===== src/rtl/ptw_arb_pkg.sv =====
// ptw_arb_pkg: FSM states, owner masks and VPN position shared by the ptw request arbiter
package ptw_arb_pkg;
  typedef enum logic [1:0] {IDLE, ISSUE, WAIT, DELIVER} state_t;
  localparam logic [1:0] OWN_I = 2'b01;
  localparam logic [1:0] OWN_D = 2'b10;
  localparam int VPN_LSB = 12;
endpackage


===== src/rtl/ptw_arb_rr2.sv =====
// ptw_arb_rr2: 2-way round-robin picker (bit0 itlb, bit1 dtlb); pointer moves only on contested grants
module ptw_arb_rr2
  import ptw_arb_pkg::*;
(
  input  logic [1:0] valid,
  input  logic       prio,
  input  logic       ptr,
  output logic [1:0] grant,
  output logic       ptr_next
);
  always_comb begin
    grant = (&valid) ? ((prio || ptr) ? OWN_D : OWN_I) : valid;
    ptr_next = (&valid) ? grant[0] : ptr;
  end
endmodule


===== src/rtl/ptw_req_arbiter.sv =====
// ptw_req_arbiter: shares one page table walker between itlb and dtlb, round-robin, same-VPN merge
module ptw_req_arbiter
  import ptw_arb_pkg::*;
#(
  parameter int VA_W      = 32,
  parameter int PTE_W     = 32,
  parameter bit DTLB_PRIO = 1'b0,
  parameter bit MERGE_EN  = 1'b1
) (
  input  logic             clk,
  input  logic             rst,
  input  logic             itlb_req_valid_i,
  output logic             itlb_req_ready_o,
  input  logic [VA_W-1:0]  itlb_vaddr_i,
  output logic             itlb_resp_valid_o,
  input  logic             itlb_resp_ready_i,
  output logic [PTE_W-1:0] itlb_pte_o,
  input  logic             dtlb_req_valid_i,
  output logic             dtlb_req_ready_o,
  input  logic [VA_W-1:0]  dtlb_vaddr_i,
  output logic             dtlb_resp_valid_o,
  input  logic             dtlb_resp_ready_i,
  output logic [PTE_W-1:0] dtlb_pte_o,
  output logic             ptw_req_valid_o,
  input  logic             ptw_req_ready_i,
  output logic [VA_W-1:0]  ptw_vaddr_o,
  input  logic             ptw_resp_valid_i,
  output logic             ptw_resp_ready_o,
  input  logic [PTE_W-1:0] ptw_pte_i,
  output logic             busy_o
);
  state_t state, state_next;
  logic ptr, rr_ptr, same, accept;
  logic [1:0] req, grant, ready, own, own_next;
  logic [VA_W-1:0] vaddr;
  logic [PTE_W-1:0] pte;
  assign req = {dtlb_req_valid_i, itlb_req_valid_i};
  assign same = MERGE_EN && (&req) && (itlb_vaddr_i[VA_W-1:VPN_LSB] == dtlb_vaddr_i[VA_W-1:VPN_LSB]);
  assign ready = (state == IDLE && rst) ? (same ? 2'b11 : grant) : 2'b00;
  assign accept = |ready;
  assign own_next = own & ~{dtlb_resp_ready_i, itlb_resp_ready_i};
  ptw_arb_rr2 u_rr (
    .valid    (req),
    .prio     (DTLB_PRIO),
    .ptr      (ptr),
    .grant    (grant),
    .ptr_next (rr_ptr)
  );
  always_comb begin
    state_next = state;
    case (state)
      IDLE:    state_next = accept ? ISSUE : IDLE;
      ISSUE:   state_next = ptw_req_ready_i ? WAIT : ISSUE;
      WAIT:    state_next = ptw_resp_valid_i ? DELIVER : WAIT;
      DELIVER: state_next = (own_next == 2'b00) ? IDLE : DELIVER;
      default: state_next = IDLE;
    endcase
  end
  always_ff @(posedge clk or negedge rst)
    if (!rst) state <= IDLE;
    else state <= state_next;
  always_ff @(posedge clk or negedge rst)
    if (!rst) begin
      ptr <= 1'b0;
      vaddr <= '0;
      own <= 2'b00;
      pte <= '0;
    end else begin
      if (accept) begin
        vaddr <= grant[1] ? dtlb_vaddr_i : itlb_vaddr_i;
        own <= ready;
        ptr <= same ? ptr : rr_ptr;
      end else if (state == DELIVER) own <= own_next;
      if (state == WAIT && ptw_resp_valid_i) pte <= ptw_pte_i;
    end
  assign itlb_req_ready_o = ready[0];
  assign dtlb_req_ready_o = ready[1];
  assign itlb_resp_valid_o = state == DELIVER && own[0];
  assign dtlb_resp_valid_o = state == DELIVER && own[1];
  assign itlb_pte_o = pte;
  assign dtlb_pte_o = pte;
  assign ptw_req_valid_o = state == ISSUE;
  assign ptw_vaddr_o = vaddr;
  assign ptw_resp_ready_o = state == WAIT;
  assign busy_o = state != IDLE;
  a_resp_in_wait: assert property (@(posedge clk) disable iff (!rst) ptw_resp_valid_i |-> state == WAIT);
endmodule


===== config.mk =====
export PLATFORM = sky130hd
export DESIGN_NAME = ptw_req_arbiter
export DESIGN_NICKNAME = d
export VERILOG_FILES = /design/src/rtl/ptw_arb_pkg.sv /design/src/rtl/ptw_arb_rr2.sv /design/src/rtl/ptw_req_arbiter.sv
export SDC_FILE = /design/constraint.sdc
export NUM_CORES = 1
export LEC_CHECK = 0
export ABC_AREA = 1
export CORE_ASPECT_RATIO = 1.4
export CORE_MARGIN = 2
export CORE_UTILIZATION = 42
export DETAILED_ROUTE_END_ITERATION = 10
export GPL_TIMING_DRIVEN = 0
export PLACE_DENSITY = 0.89
export SLEW_MARGIN = 30
export SYNTH_ARGS = -nofsm -noshare
export SYNTH_HDL_FRONTEND = slang
export SYNTH_SLANG_ARGS = --single-unit

===== constraint.sdc =====
create_clock -name clk -period 3.6 [get_ports clk]
set_clock_uncertainty 0.1 [all_clocks]
set_input_delay 0.36 -clock clk [delete_from_list [all_inputs] [get_ports clk]]
set_output_delay 0.36 -clock clk [all_outputs]
set_load 0.01 [all_outputs]

* Word level (Yosys, flattened, before mapping)
Index checks and enable logic that the tools add are counted.
** Word-level totals
- Register bits after elaboration :: 69
- Input port bits :: 104
- Logic and storage cells :: 36
** Operators by class
- Equality and inequality tests :: 4
- Multiplexer cells :: 12
- Bitwise gates (word level) :: 3
- Reductions and logical operators :: 12
** Operators by type and width (number)
- $mux 32 :: 1
- $eq 20x20->1 :: 1
- $mux 2 :: 8
- $pmux 2 s4 :: 1
- $logic_and 1x1->1 :: 5
- $eq 2x2->1 const B :: 2
- $logic_not 2->1 :: 2
- $reduce_and 4->1 :: 1
- $reduce_bool 2->1 :: 2
- $and 2x2->2 :: 1
- $eq 2x1->1 const B :: 1
- $mux 1 :: 2
- $not 2->2 :: 1
- $reduce_and 2->1 :: 1
- $reduce_or 2->1 :: 1
- $not 1->1 :: 1

* Depth between registers and ports, before layout
- Depth in word-level cells :: 7
- Depth in mapped cells :: 13
- Depth with buffers taken out :: 12

* By module
From an unflattened synthesis, not the netlist that was laid out.
** Second synthesis, totals
- Cell total of the unflattened synthesis :: 494
- Area, all modules :: 3848.7 um2
** By module, submodules not included
- ptw_req_arbiter :: times used 1, cells an instance 480, area each 3781.1 um2, seq. area each 1726.7 um2
- ptw_arb_rr2 :: times used 1, cells an instance 14, area each 67.6 um2, seq. area each 0.0 um2

* Worst setup path before layout
OpenSTA, ideal clock, no wires.
- Kind :: input -> output
- Start point :: input dtlb_vaddr_i[16]
- End point :: output itlb_req_ready_o
- Data arrival time :: 1145 ps
- Data required time :: 3140 ps
- Setup slack :: 1995 ps
- Cell stages on the path :: 8
- Cell sequence :: xor2_1 nor2_1 nand2_1 nor2_1 nand4_1 nand2_1 nand2_2 inv_2
** Between the ends
- Cells in the longest elaborated chain, start to end :: 4
** RTL lines
- start: declaration :: line ptw_req_arbiter.sv:20 : input logic [VA_W-1:0] dtlb_vaddr_i,
- $eq 20x20->1 :: line ptw_req_arbiter.sv:38 : assign same = MERGE_EN && (&req) && (itlb_vaddr_i[VA_W-1:VPN_LSB] == dtlb_vaddr_i[VA_W-1:VPN_LSB]);
- $logic_and 1x1->1 :: line ptw_req_arbiter.sv:38
- $mux 2 (2 in series) :: line ptw_req_arbiter.sv:39 : assign ready = (state == IDLE && rst) ? (same ? 2'b11 : grant) : 2'b00;
- end: declaration :: line ptw_req_arbiter.sv:13 : output logic itlb_req_ready_o,
No other way between the ends.

* Worst setup path in the final report
- Start point :: input rst
- End point :: output itlb_req_ready_o
** Between the ends
- Cells in the longest elaborated chain, start to end :: 2
** RTL lines
- start: declaration :: line ptw_req_arbiter.sv:11 : input logic rst,
- $logic_and 1x1->1 :: line ptw_req_arbiter.sv:39
- $mux 2 :: line ptw_req_arbiter.sv:39
No other way between the ends.

==> results.py <==
metrics = {
    "layout": {
        "nNetsFinal": 788,
        "diodes": 0,
        "final_cells": 794,
        "drive_above_1_share_pct": 14.5,
        "areaGrowthSynthToFinish_pct": 67.0,
    },
    "power_and_ir_drop": {
        "peakVddDrop_mv": 0.607,
        "power.density_mw_per_mm2": 782,
        "p_leak_nw": 3.07,
    },
    "grt": {
        "antenna_found_initial": 0,
        "grt_remaining_overflow": 0,
        "track_usage_pct": 23.3,
        "grt_start_max_net_pins": 39,
        "grt_pass1_wl_um": 17900,
        "grt_pass1_vias": 3762,
    },
    "placed_design": {
        "dp.cells": 777,
        "dp_hpwl_um": 9100,
        "numPortBuffers": 206,
        "gp_congestion": 0.855,
    },
    "routing": {
        "drtAntennaViolNets": 0,
        "viasPerCell": 4.79,
        "routed_wl_um": 11300,
        "post_drt_wl_per_cell_um": 14.2,
        "dr.first_iter.drc_count": 131,
        "vias": 3804,
        "route.detailed.drc": 0,
        "drt_first_pass_iters": 4,
    },
    "synth": {
        "async_flop_share_pct": 100,
        "syn_area_per_cell_um2": 8.07,
        "synth_top_family_by_area": "simple AND/OR/NAND/NOR gates",
        "synth_top_area_share_pct": 46.0,
        "netlist_area_mm2": 0.00375,
        "muxShareOfSynthArea_pct": 9.60,
        "synthAdderAreaFrac_pct": 0,
        "synth_nets": 569,
        "synth_ff_type": "dfrtp_1",
        "yosysTopAreaCell": "dfrtp_1",
        "synth_most_common_cell": "nand2_1",
        "synth_area_leaders": "dfrtp_1, nand2_1, mux2_2",
        "yosys.area_share.simple_pct": 27.1,
        "ys_ff_latch": 69,
        "synth-seq-area-share_pct": 46.0,
        "synth_compound_area_share_pct": 2.73,
        "synth-edff-count": 0,
        "ys_warn_count": 0,
        "ys_types": 23,
        "synthCells": 465,
        "synth_xor_area_share_pct": 1.87,
        "synth_common_cells": "nand2_1, dfrtp_1, inv_1, nand3_1",
    },
    "cts": {
        "cts_buffers": 9,
        "cts_tree": "built",
        "root_buffer": "clkbuf_16",
        "cts_max_path_buffers": 2,
        "insertion_delay_ns": 0.33,
        "cts.clk_slew.worst_paths_ns": 0.05,
        "htreeDepth": 3,
        "numClockSinks": 69,
    },
    "job": {
        "drv_cap": 0,
    },
    "timing": {
        "hold_ws_ns": 0.408,
        "setup_viol": 0,
        "final_max_slew_viol_count": 0,
        "timing.final.crit_share_pct": 84.3,
        "fin_crit_ns": 3.03,
        "worst_pin_slew_ns": 0.562,
        "relSlewSlack_pct": 62.6,
        "fmax_mhz": 330,
        "final_hold_viol_count": 0,
        "rsz0062_at_grt": "no",
    },
    "worst_setup_path": {
        "end_kind": "primary output",
        "critPathKind": "primary input to primary output",
        "cp.arrival_ns": 2.57,
        "critPathMaxFanout": 33,
        "critPathLaunchType": "primary input",
        "critical_path_required_ns": 3.14,
    },
    "floorplanning": {
        "io_pins": 207,
        "num_rows": 40,
        "fp.coreArea_mm2": 0.00866,
        "die_x_um": 83.9,
        "die_h_um": 116,
        "dieArea_mm2": 0.00972,
        "initial_utilization_pct": 43.4,
    },
    "outcome": {
        "status": "complete, no violations",
    },
    "hold_path": {
        "hold_class": "flip-flop to flip-flop",
    },
}
-- path summary, 6_finish.rpt --
kind                       cells past startpoint             from  slack [ns]               end
max in group asynchronous                      3              rst        2.43   ptw_vaddr_o[28]
max reg2reg                                    5              ptr        1.79   ptw_vaddr_o[12]
max                                            7              rst        0.57  itlb_req_ready_o
min                                            2  ptw_vaddr_o[11]        0.41   ptw_vaddr_o[11]
min in group asynchronous                      2              rst        0.42    dtlb_pte_o[14]
min reg2reg                                    2  ptw_vaddr_o[11]        0.41   ptw_vaddr_o[11]
-- state kept, by name (all words and copies together), names as in the netlist --
signal / count
own: 2
ptw_vaddr_o: 32
state: 2
dtlb_pte_o: 32
ptr: 1
-- power breakdown --
| part | switching [W] | leakage [nW] | internal (W) |
|---|---|---|---|
| Combinational | 0.00102 | 2.08 | 0.00159 |
| Clock | 0.000314 | 0.143 | 0.000553 |
| Sequential | 0.000266 | 0.846 | 0.00115 |
| Total | 0.00160 | 3.07 | 0.00330 |
-- cells by family (layout without fill, tap and decap cells) --
group                  count (synthesis)  in the layout
AO/OA/AOI/OAI                         18             18
AND/OR/NAND/NOR                      252            252
flip-flops                            69             69
XOR/XNOR                               8              8
buffers and inverters                 86            310
multiplexers                          32             32
-- layout make-up --
type / count / area, um^2
multi-input combinational: 310 / 1550
clock buffer: 12 / 246
buffer: 50 / 342
clock inverter: 4 / 47.5
sequential: 69 / 1730
tap: 105 / 131
timing repair buffer: 208 / 2090
fill: 613 / 2390
inverter: 36 / 135
-- placed cells by master, fill, tap and decap left out --
cell	n
inv_2	2
nand2_2	1
nand3_1	34
nand4_1	3
dlygate4sd3_1	1
buf_6	3
or2_2	2
a21oi_1	1
inv_1	34
buf_2	9
clkinv_2	2
clkinvlp_4	1
mux2_2	32
o31ai_1	1
o21ai_2	1
nand2_1	189
buf_12	1
bufinv_16	1
o21ai_0	13
xnor2_1	4
a211oi_1	1
clkdlybuf4s50_1	205
clkbuf_16	9
nand2_4	2
dfrtp_1	69
xor2_1	4
clkbuf_8	1
nor2_1	21
clkbuf_1	8
o2111ai_1	1
buf_4	33
-- timing repair --
action,CTS,global route
setup buffers,0,0
gates resized for setup,0,0
hold endpoints to repair,31,0
hold buffers,1,0
setup endpoints to repair,0,0
-- metrics by stage --
| stage | total power, W | util, % | TNS, ns | cell area [um^2] | setup slack [ns] |
|---|---|---|---|---|---|
| 2_1_floorplan | 0.00257 | - | 0 | 3750 | 1.99 |
| 3_3_place_gp | 0.00395 | 68.7 | -42.92 | 5950 | -1.29 |
| 3_5_place_dp | 0.00406 | 68.9 | 0 | 5970 | 0.664 |
| 4_1_cts | 0.00495 | 72.4 | 0 | 6270 | 0.529 |
| 5_1_grt | 0.00519 | 72.4 | 0 | 6270 | 0.365 |
| 6_report | 0.00490 | 72.4 | 0 | 6270 | 0.566 |
-- critical path, stage by stage --
cell and delay, ns:
dlygate4sd3_1 0.53, buf_4 0.39, inv_1 0.08, nor2_1 0.31
nand2_2 0.24, inv_2 0.10, clkdlybuf4s50_1 0.55
-- per-layer routing --
layer	wire, um	global-route usage (%)
met5	0	0
met1	4310	25.9
met2	6070	44.2
met4	197	7.96
met3	712	4.91
No activity file was read; power rests on OpenSTA's default activity.
